## src/rtl/handshake_arbiter.sv

```systemverilog
// Round-robin scheduler sharing one cross-clock handshake among N requesters.
// Each requester's payload is buffered until its turn. The grant then holds
// payload and owner steady until the handshake's busy drops or the
// transaction times out.
module handshake_arbiter #(
    parameter int N           = 4,
    parameter int WIDTH       = 8,
    parameter int OWNER_WIDTH = 2,
    parameter int TIMEOUT     = 255
) (
    input  logic                   clock,
    input  logic                   reset,
    input  logic [N-1:0]           request,
    input  logic [N*WIDTH-1:0]     data_in,
    input  logic                   hs_busy,
    output logic                   hs_trigger,
    output logic [WIDTH-1:0]       hs_data,
    output logic [OWNER_WIDTH-1:0] hs_owner,
    output logic [N-1:0]           pending,
    output logic [N-1:0]           done,
    output logic [N-1:0]           overflow,
    output logic                   timeout_error
);

    typedef enum logic [1:0] {
        IDLE      = 2'd0,
        LAUNCH    = 2'd1,
        WAIT_HIGH = 2'd2,
        WAIT_LOW  = 2'd3
    } state_t;

    localparam logic [15:0] TIMEOUT_C = 16'(TIMEOUT);

    state_t                 state;
    state_t                 state_next;
    logic [OWNER_WIDTH-1:0] last_grant;
    logic [WIDTH-1:0]       held [N];
    logic [15:0]            cycle_cnt;
    logic [15:0]            cnt_inc;
    logic                   timeout_hit;

    logic                   lo_found;
    logic                   hi_found;
    logic [OWNER_WIDTH-1:0] lo_idx;
    logic [OWNER_WIDTH-1:0] hi_idx;
    logic                   win_found;
    logic [OWNER_WIDTH-1:0] win_idx;

    logic                   grant;
    logic                   complete;
    logic                   abort;
    logic [N-1:0]           fin_mask;
    logic [N-1:0]           pend_kept;
    logic [N-1:0]           capture;

    // The counter saturates so a stuck transaction cannot wrap back under the limit.
    assign cnt_inc     = (cycle_cnt == 16'hFFFF) ? cycle_cnt : cycle_cnt + 16'd1;
    assign timeout_hit = (cnt_inc >= TIMEOUT_C);

    // Round-robin pick: the lowest pending index above last_grant, else the lowest pending index overall.
    always_comb begin
        lo_found = 1'b0;
        hi_found = 1'b0;
        lo_idx   = '0;
        hi_idx   = '0;
        for (int i = 0; i < N; i++) begin
            if (pending[i] && !lo_found) begin
                lo_found = 1'b1;
                lo_idx   = OWNER_WIDTH'(i);
            end
            if (pending[i] && !hi_found && (i > int'(last_grant))) begin
                hi_found = 1'b1;
                hi_idx   = OWNER_WIDTH'(i);
            end
        end
        win_found = lo_found;
        win_idx   = hi_found ? hi_idx : lo_idx;
    end

    // Next-state logic. Completion takes priority over a timeout on the same edge.
    always_comb begin
        state_next = state;
        grant      = 1'b0;
        complete   = 1'b0;
        abort      = 1'b0;
        case (state)
            IDLE: begin
                if (win_found && !hs_busy) begin
                    grant      = 1'b1;
                    state_next = LAUNCH;
                end
            end
            LAUNCH: begin
                state_next = WAIT_HIGH;
            end
            WAIT_HIGH: begin
                if (timeout_hit) begin
                    abort      = 1'b1;
                    state_next = IDLE;
                end else if (hs_busy) begin
                    state_next = WAIT_LOW;
                end
            end
            WAIT_LOW: begin
                if (!hs_busy) begin
                    complete   = 1'b1;
                    state_next = IDLE;
                end else if (timeout_hit) begin
                    abort      = 1'b1;
                    state_next = IDLE;
                end
            end
            default: begin
                state_next = IDLE;
            end
        endcase
    end

    // Clearing the finishing owner before capture lets a same-cycle re-request be accepted.
    always_comb begin
        for (int i = 0; i < N; i++) begin
            fin_mask[i] = (complete || abort) && (hs_owner == OWNER_WIDTH'(i));
        end
        pend_kept = pending & ~fin_mask;
        capture   = request & ~pend_kept;
    end

    // State register.
    always_ff @(posedge clock or negedge reset) begin
        if (!reset) begin
            state <= IDLE;
        end else begin
            state <= state_next;
        end
    end

    // Control registers: pending set, strobes, grant history and transaction counter.
    always_ff @(posedge clock or negedge reset) begin
        if (!reset) begin
            last_grant    <= OWNER_WIDTH'(N - 1);
            pending       <= '0;
            done          <= '0;
            overflow      <= '0;
            timeout_error <= 1'b0;
            hs_trigger    <= 1'b0;
            cycle_cnt     <= '0;
        end else begin
            pending       <= pend_kept | request;
            overflow      <= request & pend_kept;
            done          <= complete ? fin_mask : '0;
            timeout_error <= abort;
            hs_trigger    <= grant;
            if (complete || abort) begin
                last_grant <= hs_owner;
            end
            if (grant) begin
                cycle_cnt <= '0;
            end else if (state == WAIT_HIGH || state == WAIT_LOW) begin
                cycle_cnt <= cnt_inc;
            end
        end
    end

    // Payload and owner presented to the handshake; only a new grant changes them.
    always_ff @(posedge clock or negedge reset) begin
        if (!reset) begin
            hs_data  <= '0;
            hs_owner <= '0;
        end else if (grant) begin
            hs_data  <= held[win_idx];
            hs_owner <= win_idx;
        end
    end

    // Per-requester payload buffers, loaded only when a request is accepted.
    always_ff @(posedge clock or negedge reset) begin
        if (!reset) begin
            for (int i = 0; i < N; i++) begin
                held[i] <= '0;
            end
        end else begin
            for (int i = 0; i < N; i++) begin
                if (capture[i]) begin
                    held[i] <= data_in[i*WIDTH +: WIDTH];
                end
            end
        end
    end

endmodule

```

## config.mk

```make
export PLATFORM = sky130hd
export DESIGN_NAME = handshake_arbiter
export DESIGN_NICKNAME = d
export VERILOG_FILES = /design/src/rtl/handshake_arbiter.sv
export SDC_FILE = /design/constraint.sdc
export NUM_CORES = 1
export LEC_CHECK = 0
export ABC_AREA = 1
export CORE_MARGIN = 2
export CORE_UTILIZATION = 40
export CTS_CLUSTER_SIZE = 25
export DETAILED_ROUTE_END_ITERATION = 8
export HOLD_SLACK_MARGIN = 0.08
export REMOVE_ABC_BUFFERS = 1
export SYNTH_ARGS = -nofsm -noshare
export SYNTH_HDL_FRONTEND = slang
export SYNTH_SLANG_ARGS = --single-unit
export TNS_END_PERCENT = 100
```

## constraint.sdc

```tcl
create_clock -name clock -period 4.5 [get_ports clock]
set_input_delay 1.35 -clock clock [delete_from_list [all_inputs] [get_ports clock]]
set_output_delay 1.35 -clock clock [all_outputs]
set_load 0.05 [all_outputs]
```

==> results of run 1 <==
-- layout by cell type, fill, tap and decap left out, drive strengths merged, types with 4 or more instances in the layout --
master	synthesis	layout
a21oi	4	4
clkbuf	6	9
clkdlybuf4s50	0	61
dfrtp	74	74
inv	42	46
nand2	178	178
nand3	61	61
nand4	7	7
nor2	59	59
o21ai	35	35
o22ai	10	10
xor2	4	4
-- worst max-delay path by stage --
stage | startpoint | end | slack, ns | depth (start not counted)
floorplan | hs_busy | cycle_cnt[1] | 1.93 | 6
global placement | hs_busy | cycle_cnt[7] | 1.03 | 7
detailed placement | hs_busy | cycle_cnt[6] | 0.93 | 7
CTS | hs_busy | cycle_cnt[5] | 1.29 | 7
global route | hs_busy | cycle_cnt[10] | 1.06 | 7
finish | hs_busy | cycle_cnt[5] | 1.26 | 7
-- power by group through the flow --
stage / combinational, mW / sequential [mW] / clock (mW)
CTS: 1.77 / 1.24 / 0.558
finish: 1.76 / 1.24 / 0.544
floorplan: 1.04 / 1.40 / 0
global route: 1.99 / 1.28 / 0.589
global placement: 1.74 / 1.24 / 0
detailed placement: 1.76 / 1.25 / 0
-- per-stage QoR --
stage | instances | hold WS, ns | utilization
floorplan | 485 | 0.437 | -
global placement | 676 | 0.462 | 0.487
detailed placement | 676 | 0.462 | 0.487
CTS | 692 | 0.481 | 0.509
global route | 692 | 0.501 | 0.509
finish | 692 | 0.478 | 0.509
-- per-layer routing --
metal | up-vias | global-route usage | wire (um)
li1 | 1714 | - | -
met1 | 1563 | 0.275 | 4530
met2 | 69 | 0.293 | 4230
met3 | 10 | 0.0369 | 352
met4 | 0 | 0.0687 | 127
met5 | - | 0 | 0
-- kinds of logic after synthesis --
logic type / Yosys count
fa+ha+maj: 1
xor+xnor: 4
compound gates: 51
simple gates: 310
flops: 76
buf+inv: 58
-- state kept, by name (all words and copies together) (netlist names) --
register and count:
cycle_cnt 16, done 4, held 32, hs_data 8
hs_owner 2, hs_trigger 1, last_grant 2, overflow 4
pending 4, state 2, timeout_error 1
-- critical path: cells and delay by family --
family	cells	cell delay, ns
buffers and inverters	3	0.93
AO/OA/AOI/OAI	1	0.14
AND/OR/NAND/NOR	3	1.01
-- cell type report --
type                            instances  area share
Multi-Input combinational cell        366       0.355
Clock buffer                            9      0.0262
Clock inverter                          7      0.0169
Timing Repair Buffer                   62       0.131
Sequential cell                        76       0.403
Tap cell                              129      0.0341
Inverter                               43      0.0341
==> out/results.ini, run 1 <==
[die]
dieWidth_um=102
start_util=0.415
io_pins=63
core-area_mm2=0.00928
die_h_um=102
die-area_mm2=0.0104
rows=35

[logic_synthesis]
synthCells=500
yosys-top-cells-area=dfrtp_1 (48%), nand2_1 (16%), nand3_1 (7.4%), nor2_1 (5.3%), o21ai_0 (4.4%)
netlist.area_leader.share=0.480
yosysSeqAreaShare=0.494
synthXorXnorAreaFrac=0.00909
ys_ff_latch=76
synthArstFlopShare=1.00
synth_ff_type=dfrtp_1
ys_types=31
synth.avg_cell_area_um2=7.71
muxShareOfSynthArea=0
yosysWarnings=0
yosysTopAreaCell=dfrtp_1
synthSimpleGateAreaFrac=0.352
synth_compound_area_frac=0.0711
synth_adder_area_share=0.00325
synth_edf_count=0
synth_top_family_by_area=simple AND/OR/NAND/NOR gates
yosysMostFrequentCell=nand2_1
synthTopCellsByCount=nand2_1 (164), dfrtp_1 (74), nand3_1 (57), nor2_1 (54), inv_1 (41)
synth_area_mm2=0.00385

[routing]
vias=3356
route.detailed.drc=0
totalWireLength_um=9240
avgViaCountPerCell=4.85
ant_nets=0
drt_iter0_markers=202
wire_per_inst_um=13.4
drt_pass1_iterations=4

[sta]
slew_headroom=0.380
maxSlewViolCount=0
finalCritPeriodShare=0.720
final.min_clock_period_ns=3.24
fin_ws_ns=1.26
fmax_mhz=309
worstMarginPinSlew_ns=0.929
finalHoldViolCount=0
rsz0062_at_grt=false
finalClockSkew_ns=0.0239
fin_setup_tns_ns=0
setup_violations=0

[cells_and_area]
fin_area_mm2=0.00473
drive_gt1_frac=0.0817
num_antenna_cells=0
syn_to_final_growth_pct=22.6
multi_input_area_mm2=0.00168
final.fill_count=932
nNetsFinal=598
seq_area_mm2=0.00190

[hold_path]
min_path_cells=2
min_from=held[24]
hp-class=flip-flop to flip-flop
whs_endpoint=held[24]

[global_routing]
globalRouteTotalUtil=0.192
overflow=0
grt_pass1_vias=3268
grt_max_degree=77
antenna_found_initial=0
grt_pass1_wl_um=15600

[clock_network]
cts_buffer_depth=2
root_buffer=clkbuf_8
cts.sinks=76
clkSlewWorstSetupHoldPaths_ns=0.08
worstSkewPairLatency_ns=0.36
htreeDepth=3
cts-resized-gates=0
holdBufCountCts=0
cts_tree=yes
post_cts_buffers=0
cts_made_buffers=9

[place]
preCtsSetupSlack_ns=0.925
placed_cell_area_mm2=0.00452
hpwl_um=6940
globalplace.congestion=0.885
portBuffers=62

[power]
intPower_mw=1.82
seqPwrFrac=0.350
p_leak_nw=2.30
p_sw_frac=0.488
ir_worst_vdd_mv=0.257
finalPower_mw=3.54
powerDensity_mw_per_mm2=750
clockPowerShare=0.153
p_switching_mw=1.73
combPwrFrac=0.497

[worst_setup_path]
path_cells=clkdlybuf4s50_1 -> inv_1 -> nand2_1 -> nor2_1 -> inv_1 -> nand2_1 -> o21ai_0
cp.required_ns=4.71
crit_path_end_kind=flip-flop
timing.rr.start=cycle_cnt[0]
rr_worst_depth=16
r2r_slack_ns=1.71
crit_slowest_cell=nor2_1
worstSetupStartpointType=input port
crit_type=input port to flip-flop
cp_max_fo=16
max_stage_delay_ns=0.49
r2r-end=held[1]
crit_arrival_ns=3.45

[status]
status=completed

[flow_run]
drv_cap=0

(Power assumes the default switching activity.)
==> run 2: changes to the inputs <==
- PLACE_DENSITY: default -> 0.65
- clock period: 4.5 -> 2.91 ns (I/O delays scaled with it)
==> run 2 against run 1 <==
Net effect: via count is 3.9% higher; non-clock buffer count increased by 10; core utilization is 0.81 points higher; global-route usage grew 0.24 points; sequential share of layout area is 0.63 points lower; clock power up 40%; critical path type is now flip-flop to output port; largest cell class unchanged.
==> out/results.ini, run 2 (same netlist as run 1, synthesis figures left out) <==
[global_routing]
globalRouteTotalUtil=0.194  ; +0.00242
grt_pass1_vias=3274  ; +0.18%
overflow=0  ; unchanged
grt_max_degree=43  ; -44%
grt_pass1_wl_um=15800  ; +1.3%
antenna_found_initial=0  ; unchanged

[routing]
totalWireLength_um=9330  ; +0.98%
avgViaCountPerCell=4.97  ; +2.4%
wire_per_inst_um=13.3  ; -0.45%
drt_pass1_iterations=5  ; +1
vias=3487  ; +3.9%
ant_nets=0  ; unchanged
route.detailed.drc=0  ; unchanged
drt_iter0_markers=218  ; +7.9%

[sta]
worstMarginPinSlew_ns=0.517  ; -0.412 ns
setup_violations=0  ; unchanged
finalHoldViolCount=0  ; unchanged
fmax_mhz=382
slew_headroom=0.654  ; +0.274
final.min_clock_period_ns=2.62
rsz0062_at_grt=false
fin_setup_tns_ns=0  ; unchanged
finalClockSkew_ns=0.0201  ; -0.00386 ns
maxSlewViolCount=0  ; unchanged
finalCritPeriodShare=0.900
fin_ws_ns=0.292  ; -0.968 ns

[worst_setup_path]
path_cells=clkdlybuf4s50_1
cp_max_fo=6  ; -10
cp.required_ns=2.04  ; -2.67 ns
worstSetupStartpointType=flip-flop
r2r_slack_ns=0.35  ; -1.36 ns
crit_buf_inv=1  ; -2
crit_slowest_cell=clkdlybuf4s50_1
crit_path_end_kind=output port
max_stage_delay_ns=0.87  ; +0.38 ns
rr_worst_depth=16  ; unchanged
path_delay_family=buffers and inverters
timing.rr.start=cycle_cnt[0]
crit_start=pending[3]
crit_type=flip-flop to output port
r2r-end=held[19]
crit_arrival_ns=1.75  ; -1.70 ns

[die]
rows=35  ; unchanged
start_util=0.415  ; unchanged
io_pins=63  ; unchanged
die-area_mm2=0.0104  ; unchanged
dieWidth_um=102  ; unchanged
die_h_um=102  ; unchanged
core-area_mm2=0.00928  ; unchanged

[cells_and_area]
reg_top3=held (32), cycle_cnt (16), hs_data (8)
final.fill_count=920  ; -1.3%
syn_to_final_growth_pct=24.6
final_core_util=0.517  ; +0.00809
drive_gt1_frac=0.0995  ; +0.0178
regMostFlops=held
num_antenna_cells=0  ; unchanged
final_cell_mix=nand2_1 (164), dfrtp_1 (74), clkdlybuf4s50_1 (61)
nNetsFinal=608  ; +1.7%
largest_reg_flops=32  ; unchanged
mostFrequentLayoutCell=nand2_1

[clock_network]
root_buffer=clkbuf_8
htreeDepth=3  ; unchanged
cts_made_buffers=9  ; unchanged
clkSlewWorstSetupHoldPaths_ns=0.10  ; +0.02 ns
cts_buffer_depth=2  ; unchanged
cts_tree=yes
post_cts_buffers=0  ; unchanged
worstSkewPairLatency_ns=0.36  ; about the same
cts.sinks=76  ; unchanged
holdBufCountCts=0  ; unchanged

[power]
ir_worst_vdd_mv=0.362  ; +41%
finalPower_mw=5.51  ; +55%
powerDensity_mw_per_mm2=1150  ; +53%
p_leak_nw=2.35  ; +2.1%

[place]
portBuffers=62  ; unchanged
preCtsSetupSlack_ns=0.211  ; -0.714 ns
globalplace.congestion=0.905  ; +2.3%
hpwl_um=7040  ; +1.4%

[status]
status=completed

[hold_path]
hp-class=input port to async pin

[flow_run]
drv_cap=0  ; unchanged

run 2: power by group:
group | internal, mW | leakage (nW) | total [mW] | switching [mW]
Combinational | 0.979 | 1.30 | 2.87 | 1.90
Clock | 0.322 | 0.0910 | 0.759 | 0.437
Sequential | 1.51 | 0.956 | 1.87 | 0.357
run 2: how the worst max path moves through the flow:
stage / depth (start not counted) / to / slack [ns]
floorplan: 12 / hs_data[0] / 0.65
global placement: 10 / held[9] / 0.36
detailed placement: 16 / held[19] / 0.21
CTS: 16 / held[19] / 0.20
global route: 16 / held[11] / 0.02
finish: 1 / pending[3] / 0.29
run 2: timing repair:
| action | 4_1_cts | 5_1_grt |
|---|---|---|
| endpoints found under the hold margin | 0 | 0 |
| setup endpoints to repair | 0 | 32 |
| gates resized for setup | 0 | 2 |
run 2: cell type report:
class	count	area [um2]	area share
Sequential cell	76	1900	0.397
Multi-Input combinational cell	366	1690	0.352
Timing Repair Buffer	72	706	0.147
Inverter	43	161	0.0336
Tap cell	129	161	0.0336
Clock buffer	9	124	0.0258
Clock inverter	7	56.3	0.0117
run 2: worst reg2reg max path, cell delays in order (launching register included):
cell and delay, ns:
dfrtp_1 0.41, ha_2 0.24, nand3_2 0.12, inv_2 0.13, nand2_1 0.11, nor2_4 0.18
o21ai_0 0.13, nor2_1 0.14, nand3_1 0.08, nand2_1 0.10, nand2_2 0.09, nand2_4 0.13
nand2_1 0.08, nand2_2 0.20, nand2_2 0.16, nand2_1 0.09, nand2_1 0.05
run 2: per-stage QoR:
stage / hold slack [ns] / instance area, um2 / cells
6_report: 0.451 / 4800 / 702
5_1_grt: 0.475 / 4800 / 702
4_1_cts: 0.463 / 4790 / 702
3_5_place_dp: 0.464 / 4610 / 686
3_3_place_gp: 0.454 / 4610 / 686
2_1_floorplan: 0.437 / 3740 / 485
run 2: layer usage:
metal,up-vias,part of all wire,GRT usage
met3,12,0.049,0.0315
met4,0,0.013,0.0626
li1,1743,-,-
met2,108,0.46,0.309
met1,1624,0.47,0.274
met5,-,0,0
